**src/rtl/tp_pkg.sv**
```systemverilog
// Shared definitions for the test-point capture mux: FSM state encoding,
// heartbeat divider exponent and small decode helpers.
package tp_pkg;

  localparam logic [1:0] TP_STATE_IDLE  = 2'd0;
  localparam logic [1:0] TP_STATE_ARMED = 2'd1;
  localparam logic [1:0] TP_STATE_CAPT  = 2'd2;
  localparam logic [1:0] TP_STATE_DONE  = 2'd3;

  localparam int HB_EXP = 20;

  typedef enum logic [1:0] {
    ST_IDLE  = TP_STATE_IDLE,
    ST_ARMED = TP_STATE_ARMED,
    ST_CAPT  = TP_STATE_CAPT,
    ST_DONE  = TP_STATE_DONE
  } tp_state_e;

  // The source select may only change while no capture is pending or running.
  function automatic logic tp_sel_loadable(input tp_state_e s);
    logic v;
    case (s)
      ST_IDLE:  v = 1'b1;
      ST_DONE:  v = 1'b1;
      ST_ARMED: v = 1'b0;
      ST_CAPT:  v = 1'b0;
      default:  v = 1'b0;
    endcase
    return v;
  endfunction

endpackage

```
**src/rtl/tp_capture_ram.sv**
```systemverilog
// Capture buffer: simple dual-port DEPTH x TPW memory, one write port and one
// registered read port whose output holds between reads.
module tp_capture_ram #(
  parameter int DEPTH = 16,
  parameter int TPW   = 16
) (
  input  logic                     i_clk,
  input  logic                     i_rst,
  input  logic                     i_we,
  input  logic [$clog2(DEPTH)-1:0] i_waddr,
  input  logic [TPW-1:0]           i_wdata,
  input  logic                     i_re,
  input  logic [$clog2(DEPTH)-1:0] i_raddr,
  output logic [TPW-1:0]           o_rdata
);

  logic [TPW-1:0] r_mem [DEPTH];
  logic [TPW-1:0] r_rdata;

  // Storage array; contents are not reset.
  always_ff @(posedge i_clk) begin
    if (i_we) begin
      r_mem[i_waddr] <= i_wdata;
    end
  end

  // Registered read port, cleared by reset and held when no read is issued.
  always_ff @(posedge i_clk) begin
    if (i_rst) begin
      r_rdata <= {TPW{1'b0}};
    end else if (i_re) begin
      r_rdata <= r_mem[i_raddr];
    end else begin
      r_rdata <= r_rdata;
    end
  end

  assign o_rdata = r_rdata;

endmodule

```
**src/rtl/tp_capture_mux.sv**
```systemverilog
// Test-point source mux with triggered capture buffer and readout.
// Optional macro TP_HEARTBEAT_EN puts a slow heartbeat on TP_OUT[TPW-1].
module tp_capture_mux
  import tp_pkg::*;
#(
  parameter int NSRC  = 4,
  parameter int TPW   = 16,
  parameter int DEPTH = 16
) (
  input  logic                    CLK40,
  input  logic                    RST,
  input  logic [NSRC*TPW-1:0]     SRC_DATA,
  input  logic [$clog2(NSRC)-1:0] SEL,
  input  logic                    ARM,
  input  logic [TPW-1:0]          TRIG_MASK,
  input  logic [TPW-1:0]          TRIG_VAL,
  input  logic                    RD_REQ,
  output logic [TPW-1:0]          TP_OUT,
  output logic [TPW-1:0]          RD_DATA,
  output logic                    RD_VLD,
  output logic [1:0]              STATE
);

  localparam int SELW = $clog2(NSRC);
  localparam int AW   = $clog2(DEPTH);
  localparam logic [AW-1:0] LAST_ADDR = AW'(DEPTH - 1);

  tp_state_e      r_state;
  logic [SELW-1:0] r_sel;
  logic [TPW-1:0] r_tp_sel;
  logic [AW-1:0]  r_wr_ptr;
  logic [AW-1:0]  r_rd_ptr;
  logic           r_rd_vld;

  tp_state_e      w_state_nxt;
  logic [AW-1:0]  w_wr_ptr_nxt;
  logic [AW-1:0]  w_rd_ptr_nxt;
  logic [AW-1:0]  w_waddr;
  logic           w_we;
  logic           w_re;
  logic           w_match;

  // Source select register, frozen while a capture is pending or running.
  always_ff @(posedge CLK40) begin
    if (RST) begin
      r_sel <= {SELW{1'b0}};
    end else if (tp_sel_loadable(r_state)) begin
      r_sel <= SEL;
    end else begin
      r_sel <= r_sel;
    end
  end

  // Selected bus register; this unmodified copy feeds trigger and capture.
  always_ff @(posedge CLK40) begin
    if (RST) begin
      r_tp_sel <= {TPW{1'b0}};
    end else begin
      r_tp_sel <= SRC_DATA[r_sel*TPW +: TPW];
    end
  end

  assign w_match = (((r_tp_sel ^ TRIG_VAL) & TRIG_MASK) == {TPW{1'b0}});

  // Next-state, buffer write/read strobes and pointer updates.
  always_comb begin
    w_state_nxt  = r_state;
    w_wr_ptr_nxt = r_wr_ptr;
    w_rd_ptr_nxt = r_rd_ptr;
    w_waddr      = r_wr_ptr;
    w_we         = 1'b0;
    w_re         = 1'b0;
    case (r_state)
      ST_IDLE: begin
        if (ARM) begin
          w_state_nxt  = ST_ARMED;
          w_wr_ptr_nxt = {AW{1'b0}};
          w_rd_ptr_nxt = {AW{1'b0}};
        end else begin
          w_state_nxt = ST_IDLE;
        end
      end
      ST_ARMED: begin
        if (w_match) begin
          w_we         = 1'b1;
          w_waddr      = {AW{1'b0}};
          w_wr_ptr_nxt = AW'(1);
          w_state_nxt  = ST_CAPT;
        end else begin
          w_state_nxt = ST_ARMED;
        end
      end
      ST_CAPT: begin
        w_we = 1'b1;
        if (r_wr_ptr == LAST_ADDR) begin
          w_wr_ptr_nxt = {AW{1'b0}};
          w_state_nxt  = ST_DONE;
        end else begin
          w_wr_ptr_nxt = r_wr_ptr + AW'(1);
          w_state_nxt  = ST_CAPT;
        end
      end
      ST_DONE: begin
        // ARM takes priority over a simultaneous read request.
        if (ARM) begin
          w_rd_ptr_nxt = {AW{1'b0}};
          w_wr_ptr_nxt = {AW{1'b0}};
          w_state_nxt  = ST_ARMED;
        end else if (RD_REQ) begin
          w_re         = 1'b1;
          w_rd_ptr_nxt = r_rd_ptr + AW'(1);
        end else begin
          w_state_nxt = ST_DONE;
        end
      end
      default: begin
        w_state_nxt  = ST_IDLE;
        w_wr_ptr_nxt = {AW{1'b0}};
        w_rd_ptr_nxt = {AW{1'b0}};
      end
    endcase
  end

  // FSM state, pointers and read-valid qualifier.
  always_ff @(posedge CLK40) begin
    if (RST) begin
      r_state  <= ST_IDLE;
      r_wr_ptr <= {AW{1'b0}};
      r_rd_ptr <= {AW{1'b0}};
      r_rd_vld <= 1'b0;
    end else begin
      r_state  <= w_state_nxt;
      r_wr_ptr <= w_wr_ptr_nxt;
      r_rd_ptr <= w_rd_ptr_nxt;
      r_rd_vld <= w_re;
    end
  end

  tp_capture_ram #(
    .DEPTH (DEPTH),
    .TPW   (TPW)
  ) u_ram (
    .i_clk   (CLK40),
    .i_rst   (RST),
    .i_we    (w_we),
    .i_waddr (w_waddr),
    .i_wdata (r_tp_sel),
    .i_re    (w_re),
    .i_raddr (r_rd_ptr),
    .o_rdata (RD_DATA)
  );

  assign RD_VLD = r_rd_vld;
  assign STATE  = r_state;

`ifdef TP_HEARTBEAT_EN
  logic [HB_EXP-1:0] r_hb_cnt;
  logic              r_hb;

  // Free-running divider; the heartbeat flips each time it wraps.
  always_ff @(posedge CLK40) begin
    if (RST) begin
      r_hb_cnt <= {HB_EXP{1'b0}};
      r_hb     <= 1'b0;
    end else begin
      r_hb_cnt <= r_hb_cnt + HB_EXP'(1);
      if (&r_hb_cnt) begin
        r_hb <= ~r_hb;
      end else begin
        r_hb <= r_hb;
      end
    end
  end

  assign TP_OUT = {r_hb, r_tp_sel[TPW-2:0]};
`else
  assign TP_OUT = r_tp_sel;
`endif

endmodule

```
**config.mk**
```make
export PLATFORM = sky130hd
export DESIGN_NAME = tp_capture_mux
export DESIGN_NICKNAME = d
export VERILOG_FILES = /design/src/rtl/tp_pkg.sv /design/src/rtl/tp_capture_ram.sv /design/src/rtl/tp_capture_mux.sv
export SDC_FILE = /design/constraint.sdc
export NUM_CORES = 1
export LEC_CHECK = 0
export CORE_AREA = 5 5 174 176
export CTS_CLUSTER_SIZE = 12
export DETAILED_ROUTE_END_ITERATION = 10
export DIE_AREA = 0 0 179 181
export GPL_TIMING_DRIVEN = 0
export PLACE_DENSITY = 0.74
export SLEW_MARGIN = 20
export SYNTH_ARGS = -nofsm -noshare
export SYNTH_HDL_FRONTEND = slang
export SYNTH_SLANG_ARGS = --single-unit
```
**constraint.sdc**
```tcl
create_clock -name CLK40 -period 4.2 [get_ports CLK40]
set_clock_uncertainty 0.05 [all_clocks]
set_input_delay 0.63 -clock CLK40 [delete_from_list [all_inputs] [get_ports CLK40]]
set_output_delay 0.63 -clock CLK40 [all_outputs]
set_load 0.02 [all_outputs]
```
==> results of run 1 <==
layout by cell type (no fill, tap or decap), types with 4 or more instances in the layout:
cell type	instances
a21oi_1	22
a22oi_1	8
buf_2	8
buf_4	6
buf_8	12
clkbuf_1	44
clkbuf_16	29
clkdlybuf4s50_1	135
dfxtp_1	45
edfxtp_1	256
ha_1	6
mux2i_1	5
mux4_1	5
mux4_2	91
nand2_1	41
nand2b_1	4
nor2_1	10
nor2_2	11
nor2b_1	20
xor2_1	18
logic make-up after synthesis:
logic type / share of synthesized area, %
AO/OA/AOI/OAI: 2.31
XOR/XNOR: 1.31
adder cells (fa/ha/maj): 0.623
buffers and inverters: 1.73
flip-flops: 71.3
multiplexers: 18.5
AND/OR/NAND/NOR: 4.18
report_power, final:
group	leakage [nW]	switching [W]	internal, W
clock	0.402	0.00102	0.00133
sequential	2.70	0.0000764	0.00328
combinational	1.61	0.0000934	0.000162
state kept, by name, summed over array words and instances (netlist names):
name	count
STATE	2
r_wr_ptr	4
r_rd_ptr	4
r_sel	2
TP_OUT	16
RD_VLD	1
u_ram.r_mem	256
u_ram.o_rdata	16
per-layer routing:
| metal | up-vias | wire [um] | track usage (%) | share of wire [%] |
|---|---|---|---|---|
| met2 | 338 | 13900 | 29.3 | 49 |
| met1 | 3300 | 11500 | 23.9 | 41 |
| met5 | - | 0 | 0 | 0 |
| met4 | 0 | 563 | 4.45 | 2.0 |
| li1 | 2884 | - | - | - |
| met3 | 41 | 2380 | 3.47 | 8.4 |
area by class of cell:
type / instances / area, um2
Multi-Input combinational cell: 275 / 3300
Fill cell: 2223 / 13500
Clock buffer: 53 / 836
Sequential cell: 301 / 8590
Tap cell: 384 / 480
Clock inverter: 1 / 8.76
Inverter: 3 / 11.3
Buffer: 35 / 196
Timing Repair Buffer: 153 / 1580
per-stage QoR:
stage	setup TNS [ns]	area [um2]	setup slack, ns	utilization (%)
after floorplan	0	12000	0.752	-
after global placement	-52.54	13900	-0.928	48.7
after detailed placement	0	14100	0.508	49.7
after CTS	0	15000	0.785	52.7
after global routing	0	15000	0.640	52.7
final	0	15000	0.764	52.7
worst max-delay path by stage:
stage / startpoint / slack (ns) / cells after the start / endpoint
floorplan: STATE[0] / 0.75 / 6 / u_ram.r_mem[2][0]
global placement: TRIG_VAL[0] / -0.93 / 7 / u_ram.r_mem[2][4]
detailed placement: TRIG_VAL[0] / 0.51 / 8 / u_ram.r_mem[5][5]
CTS: TP_OUT[4] / 0.79 / 7 / u_ram.r_mem[5][2]
global route: TP_OUT[4] / 0.64 / 7 / u_ram.r_mem[5][2]
finish: TP_OUT[4] / 0.76 / 7 / u_ram.r_mem[5][2]
worst max-delay path, delay by kind of cell (launching register included):
kind	cells	cell delay [ns]
buffers and inverters	1	0.23
AO/OA/AOI/OAI	1	0.14
XOR/XNOR	1	0.20
AND/OR/NAND/NOR	4	1.73
flip-flops	1	0.79
==> results.sh, run 1 <==
export IMPL_yosysWarnings=0
export IMPL_ioPinCount=137
export IMPL_grt_pass1_wl_um=42400
export IMPL_fp_dieW_um=179
export IMPL_drtPass1Iterations=5
export IMPL_antenna_found_initial=0
export IMPL_cts_buffers=29
export IMPL_cts_resized=0
export IMPL_drtAntennaViolNets=0
export IMPL_drive_above_1_share_pct=21.2
export IMPL_ys_seq_area_share_pct=71.3
export IMPL_syn_to_final_growth_pct=24.5
export IMPL_cp_arrival_ns=3.63
export IMPL_drc=0
export IMPL_post_route_period_util_pct=81.8
export IMPL_power_w=0.00596
export IMPL_crit_path_start_kind="flip-flop"
export IMPL_antennaDiodeCount=0
export IMPL_yosysTopAreaCellShare_pct=63.8
export IMPL_min_to="u_ram.o_rdata[9]"
export IMPL_routed_via_density=5.45
export IMPL_r2r_start="TP_OUT[4]"
export IMPL_fin_hold_ws_ns=0.405
export IMPL_vias=6563
export IMPL_grt_pass1_vias=7082
export IMPL_grt_usage_pct=17.6
export IMPL_synth_nets=722
export IMPL_overflow=0
export IMPL_reg2reg_to="u_ram.r_mem[5][2]"
export IMPL_rows=62
export IMPL_root_buffer="clkbuf_16"
export IMPL_synth_most_common_cell="edfxtp_1"
export IMPL_place_gp_congestion=0.787
export IMPL_hold_path_class="reg -> reg"
export IMPL_final_max_slew_viol_count=0
export IMPL_routedWlPerCell_um=23.5
export IMPL_synth_area_leaders="edfxtp_1 64%, mux4_2 17%, dfxtp_1 7.5%"
export IMPL_synth_area_per_cell_um2=19.6
export IMPL_drt_iter0_markers=544
export IMPL_cts_tree="built"
export IMPL_critPathKind="reg -> reg"
export IMPL_worstRegToRegCells=7
export IMPL_cp_required_ns=4.40
export IMPL_p_leak_nw=4.71
export IMPL_synth_top_flop_cell="edfxtp_1"
export IMPL_r2r_slack_ns=0.76
export IMPL_hold_depth=2
export IMPL_hp_start="u_ram.o_rdata[9]"
export IMPL_crit_fanout=18
export IMPL_ys_async_sr_fraction_pct=0
export IMPL_cp_slowest_cell="dfxtp_1"
export IMPL_cts_setup_buffers=0
export IMPL_status="complete, no violations"
export IMPL_synth_cells=614
export IMPL_finalNetCount=906
export IMPL_grt_max_degree=19
export IMPL_postRouteWirelength_um=28300
export IMPL_path_cells="xor2_1, a22oi_1, nand4_1, nor3_1, or4b_2, nor2_2, buf_8"
export IMPL_clock_fmax_mhz=291
export IMPL_setup_viol=0
export IMPL_fin_crit_ns=3.44
export IMPL_synth_edf_count=256
export IMPL_rsz0062_at_grt="false"
export IMPL_die_area_mm2=0.0324
export IMPL_clockBufferDepth=3
export IMPL_dp_hpwl_um=20100
export IMPL_synth_top_area_cell="edfxtp_1"
export IMPL_cpPeakStageDelay_ns=0.79
export IMPL_cts_hold_buf=0
export IMPL_path_clk_slew_ns=0.06
export IMPL_synth_common_cells="256 x edfxtp_1, 91 x mux4_2, 45 x dfxtp_1, 41 x nand2_1"
export IMPL_maxCapViolations=0
export IMPL_cts_sinks=301
export IMPL_die_h_um=181
export IMPL_htreeDepth=1
export IMPL_ir_drop_v=0.000285
export IMPL_worst_pin_slew_ns=0.857
export IMPL_fin_cells=1205
export IMPL_synthesis_area_mm2=0.0120
export IMPL_place_inst=1151
export IMPL_insertion_delay_ns=0.54
export IMPL_power_density_mw_per_mm2=398
export IMPL_ys_types=39
export IMPL_initial_core_util_pct=42.3
export IMPL_relSlewSlack_pct=42.9
export IMPL_ys_ff_latch=301
export IMPL_core_mm2=0.0285
export IMPL_io_buffers=135
export IMPL_final_hold_violation_count=0
export IMPL_end_kind="flip-flop"
(Power assumes the default switching activity.)
==> run 2: changes to the inputs <==
--- a/config.mk
+++ b/config.mk
@@ -10,7 +10,7 @@
 export DETAILED_ROUTE_END_ITERATION = 10
 export DIE_AREA = 0 0 179 181
 export GPL_TIMING_DRIVEN = 0
-export PLACE_DENSITY = 0.74
+export PLACE_DENSITY = 0.76
 export SLEW_MARGIN = 20
 export SYNTH_ARGS = -nofsm -noshare
 export SYNTH_HDL_FRONTEND = slang
==> constraint.sdc (replaced) <==
create_clock -name CLK40 -period 2.9 [get_ports CLK40]
set_clock_uncertainty 0.05 [all_clocks]
set_input_delay 0.435 -clock CLK40 [delete_from_list [all_inputs] [get_ports CLK40]]
set_output_delay 0.435 -clock CLK40 [all_outputs]
set_load 0.02 [all_outputs]
==> results.sh, run 2 (same netlist as run 1, synthesis figures left out) <==
export IMPL_cp_arrival_ns=3.02
export IMPL_r2r_start="TP_OUT[9]"
export IMPL_antenna_found_initial=0
export IMPL_power_density_mw_per_mm2=579
export IMPL_initial_core_util_pct=42.3
export IMPL_p_clk_share_pct=40.9
export IMPL_crit_path_start_kind="flip-flop"
export IMPL_cts_sinks=301
export IMPL_setup_viol=0
export IMPL_syn_to_final_growth_pct=27.3
export IMPL_startpoint="TP_OUT[9]"
export IMPL_cts_tree="built"
export IMPL_worst_pin_slew_ns=0.914
export IMPL_routed_via_density=5.55
export IMPL_fp_dieW_um=179
export IMPL_die_h_um=181
export IMPL_grt_max_degree=19
export IMPL_drtAntennaViolNets=0
export IMPL_end_kind="flip-flop"
export IMPL_route_met2_wl_um=15400
export IMPL_overflow=0
export IMPL_rows=62
export IMPL_routedWlPerCell_um=24.7
export IMPL_root_buffer="clkbuf_16"
export IMPL_clock_fmax_mhz=354
export IMPL_fin_area_mm2=0.0153
export IMPL_hp_start="RST"
export IMPL_htreeDepth=1
export IMPL_maxCapViolations=0
export IMPL_top_register="u_ram.r_mem"
export IMPL_switching_share_pct=20.0
export IMPL_r2r_slack_ns=0.07
export IMPL_io_buffers=135
export IMPL_grt_pass1_wl_um=44200
export IMPL_antennaDiodeCount=0
export IMPL_layout_commonest_cell="edfxtp_1"
export IMPL_grt_usage_pct=18.4
export IMPL_top_layer="met4"
export IMPL_p_int_w=0.00710
export IMPL_route_met3_wl_um=2570
export IMPL_drive_above_1_share_pct=24.6
export IMPL_largest_register_ffs=256
export IMPL_mostFrequentLayoutCells="256 x edfxtp_1, 135 x clkdlybuf4s50_1, 91 x mux4_2, 41 x nand2_1, 37 x clkbuf_1"
export IMPL_dp_hpwl_um=20100
export IMPL_place_gp_congestion=0.795
export IMPL_relSlewSlack_pct=39.1
export IMPL_cts_hold_buf=0
export IMPL_core_mm2=0.0285
export IMPL_clockBufferDepth=3
export IMPL_hold_path_class="in -> reg"
export IMPL_path_clk_slew_ns=0.06
export IMPL_insertion_delay_ns=0.55
export IMPL_post_route_period_util_pct=97.5
export IMPL_crit_fanout=18
export IMPL_p_leak_nw=4.79
export IMPL_die_area_mm2=0.0324
export IMPL_setup_ws_ns=0.0733
export IMPL_place_area_mm2=0.0142
export IMPL_dp_slack_ns=-0.692
export IMPL_netSwitchingPower_w=0.00177
export IMPL_ir_drop_v=0.000443
export IMPL_p_seq_share_pct=54.9
export IMPL_cts_buffers=31
export IMPL_wl_met1_um=11300
export IMPL_postRouteWirelength_um=29900
export IMPL_grt_pass1_vias=7244
export IMPL_combPwrFrac_pct=4.2
export IMPL_status="complete, no violations"
export IMPL_drc=0
export IMPL_drtPass1Iterations=7
export IMPL_drt_iter0_markers=594
export IMPL_cp_required_ns=3.10
export IMPL_fill_cells=2202
export IMPL_final_max_slew_viol_count=0
export IMPL_ioPinCount=137
export IMPL_fin_crit_ns=2.83
export IMPL_vias=6735
export IMPL_finalNetCount=915
export IMPL_final_hold_violation_count=0
export IMPL_critPathKind="reg -> reg"
==> run 2: cell count changes in the layout (fill, tap and decap cells not counted), sizes merged <==
cell	before	now
buf	31	39
clkbuf	75	70
clkinv	0	3
clkinvlp	0	2
bufinv	0	1
inv	4	3
==> run 2: routing by layer <==
metal  GRT usage (%)  up-vias
li1                -     2880
met1            23.3     3412
met2            32.2      396
met3            3.80       47
met4            4.88        0
met5               0        -
==> run 2: layout make-up <==
cell class	instances	area [um2]	share of cell area [%]
clock inverter	6	56.3	0.367
sequential	301	8610	56.2
multi-input combinational	275	3390	22.1
inverter	3	11.3	0.0735
clock buffer	49	863	5.63
tap	384	480	3.14
timing repair buffer	161	1720	11.2
buffer	34	193	1.26
==> run 2: what timing repair did <==
| action | 4_1_cts | 5_1_grt |
|---|---|---|
| endpoints found under the hold margin | 0 | 0 |
| resized for setup | 29 | 4 |
| pin swaps | 8 | 0 |
| endpoints found under the setup margin | 256 | 69 |
| buffers inserted | 11 | 0 |
==> run 2: power by group through the flow <==
stage	logic, W	registers, W	clock network, W
after floorplan	0.000132	0.00493	0
after global placement	0.000373	0.00495	0
after detailed placement	0.000378	0.00496	0
after CTS	0.000381	0.00487	0.00367
after global routing	0.000399	0.00488	0.00388
final	0.000376	0.00487	0.00363
==> run 2: final timing paths <==
| kind | cells after the start | to |
|---|---|---|
| hold / removal | 2 | TP_OUT[5] |
| setup reg to reg | 7 | u_ram.r_mem[3][7] |
| hold reg to reg | 2 | u_ram.o_rdata[9] |
| setup / recovery | 7 | u_ram.r_mem[3][7] |
==> run 2: through the flow <==
stage / TNS (ns) / std cells / total power (W) / util (%) / hold slack, ns
5_1_grt: -0.0130 / 1213 / 0.00915 / 53.8 / 0.261
4_1_cts: 0 / 1213 / 0.00892 / 53.8 / 0.192
2_1_floorplan: -12.96 / 614 / 0.00506 / - / 0.485
3_5_place_dp: -118.26 / 1148 / 0.00533 / 49.7 / 0.399
6_report: 0 / 1213 / 0.00887 / 53.8 / 0.233
3_3_place_gp: -311.45 / 1133 / 0.00532 / 48.8 / 0.394
==> run 2: worst max-delay path, cell delays in order (launching register included) <==
cell and delay (ns):
dfxtp_4 0.48, xor2_1 0.27, a22oi_1 0.19, nand4_1 0.17, nor3_2 0.11, or3_1 0.53
nor3_4 0.50, buf_8 0.23
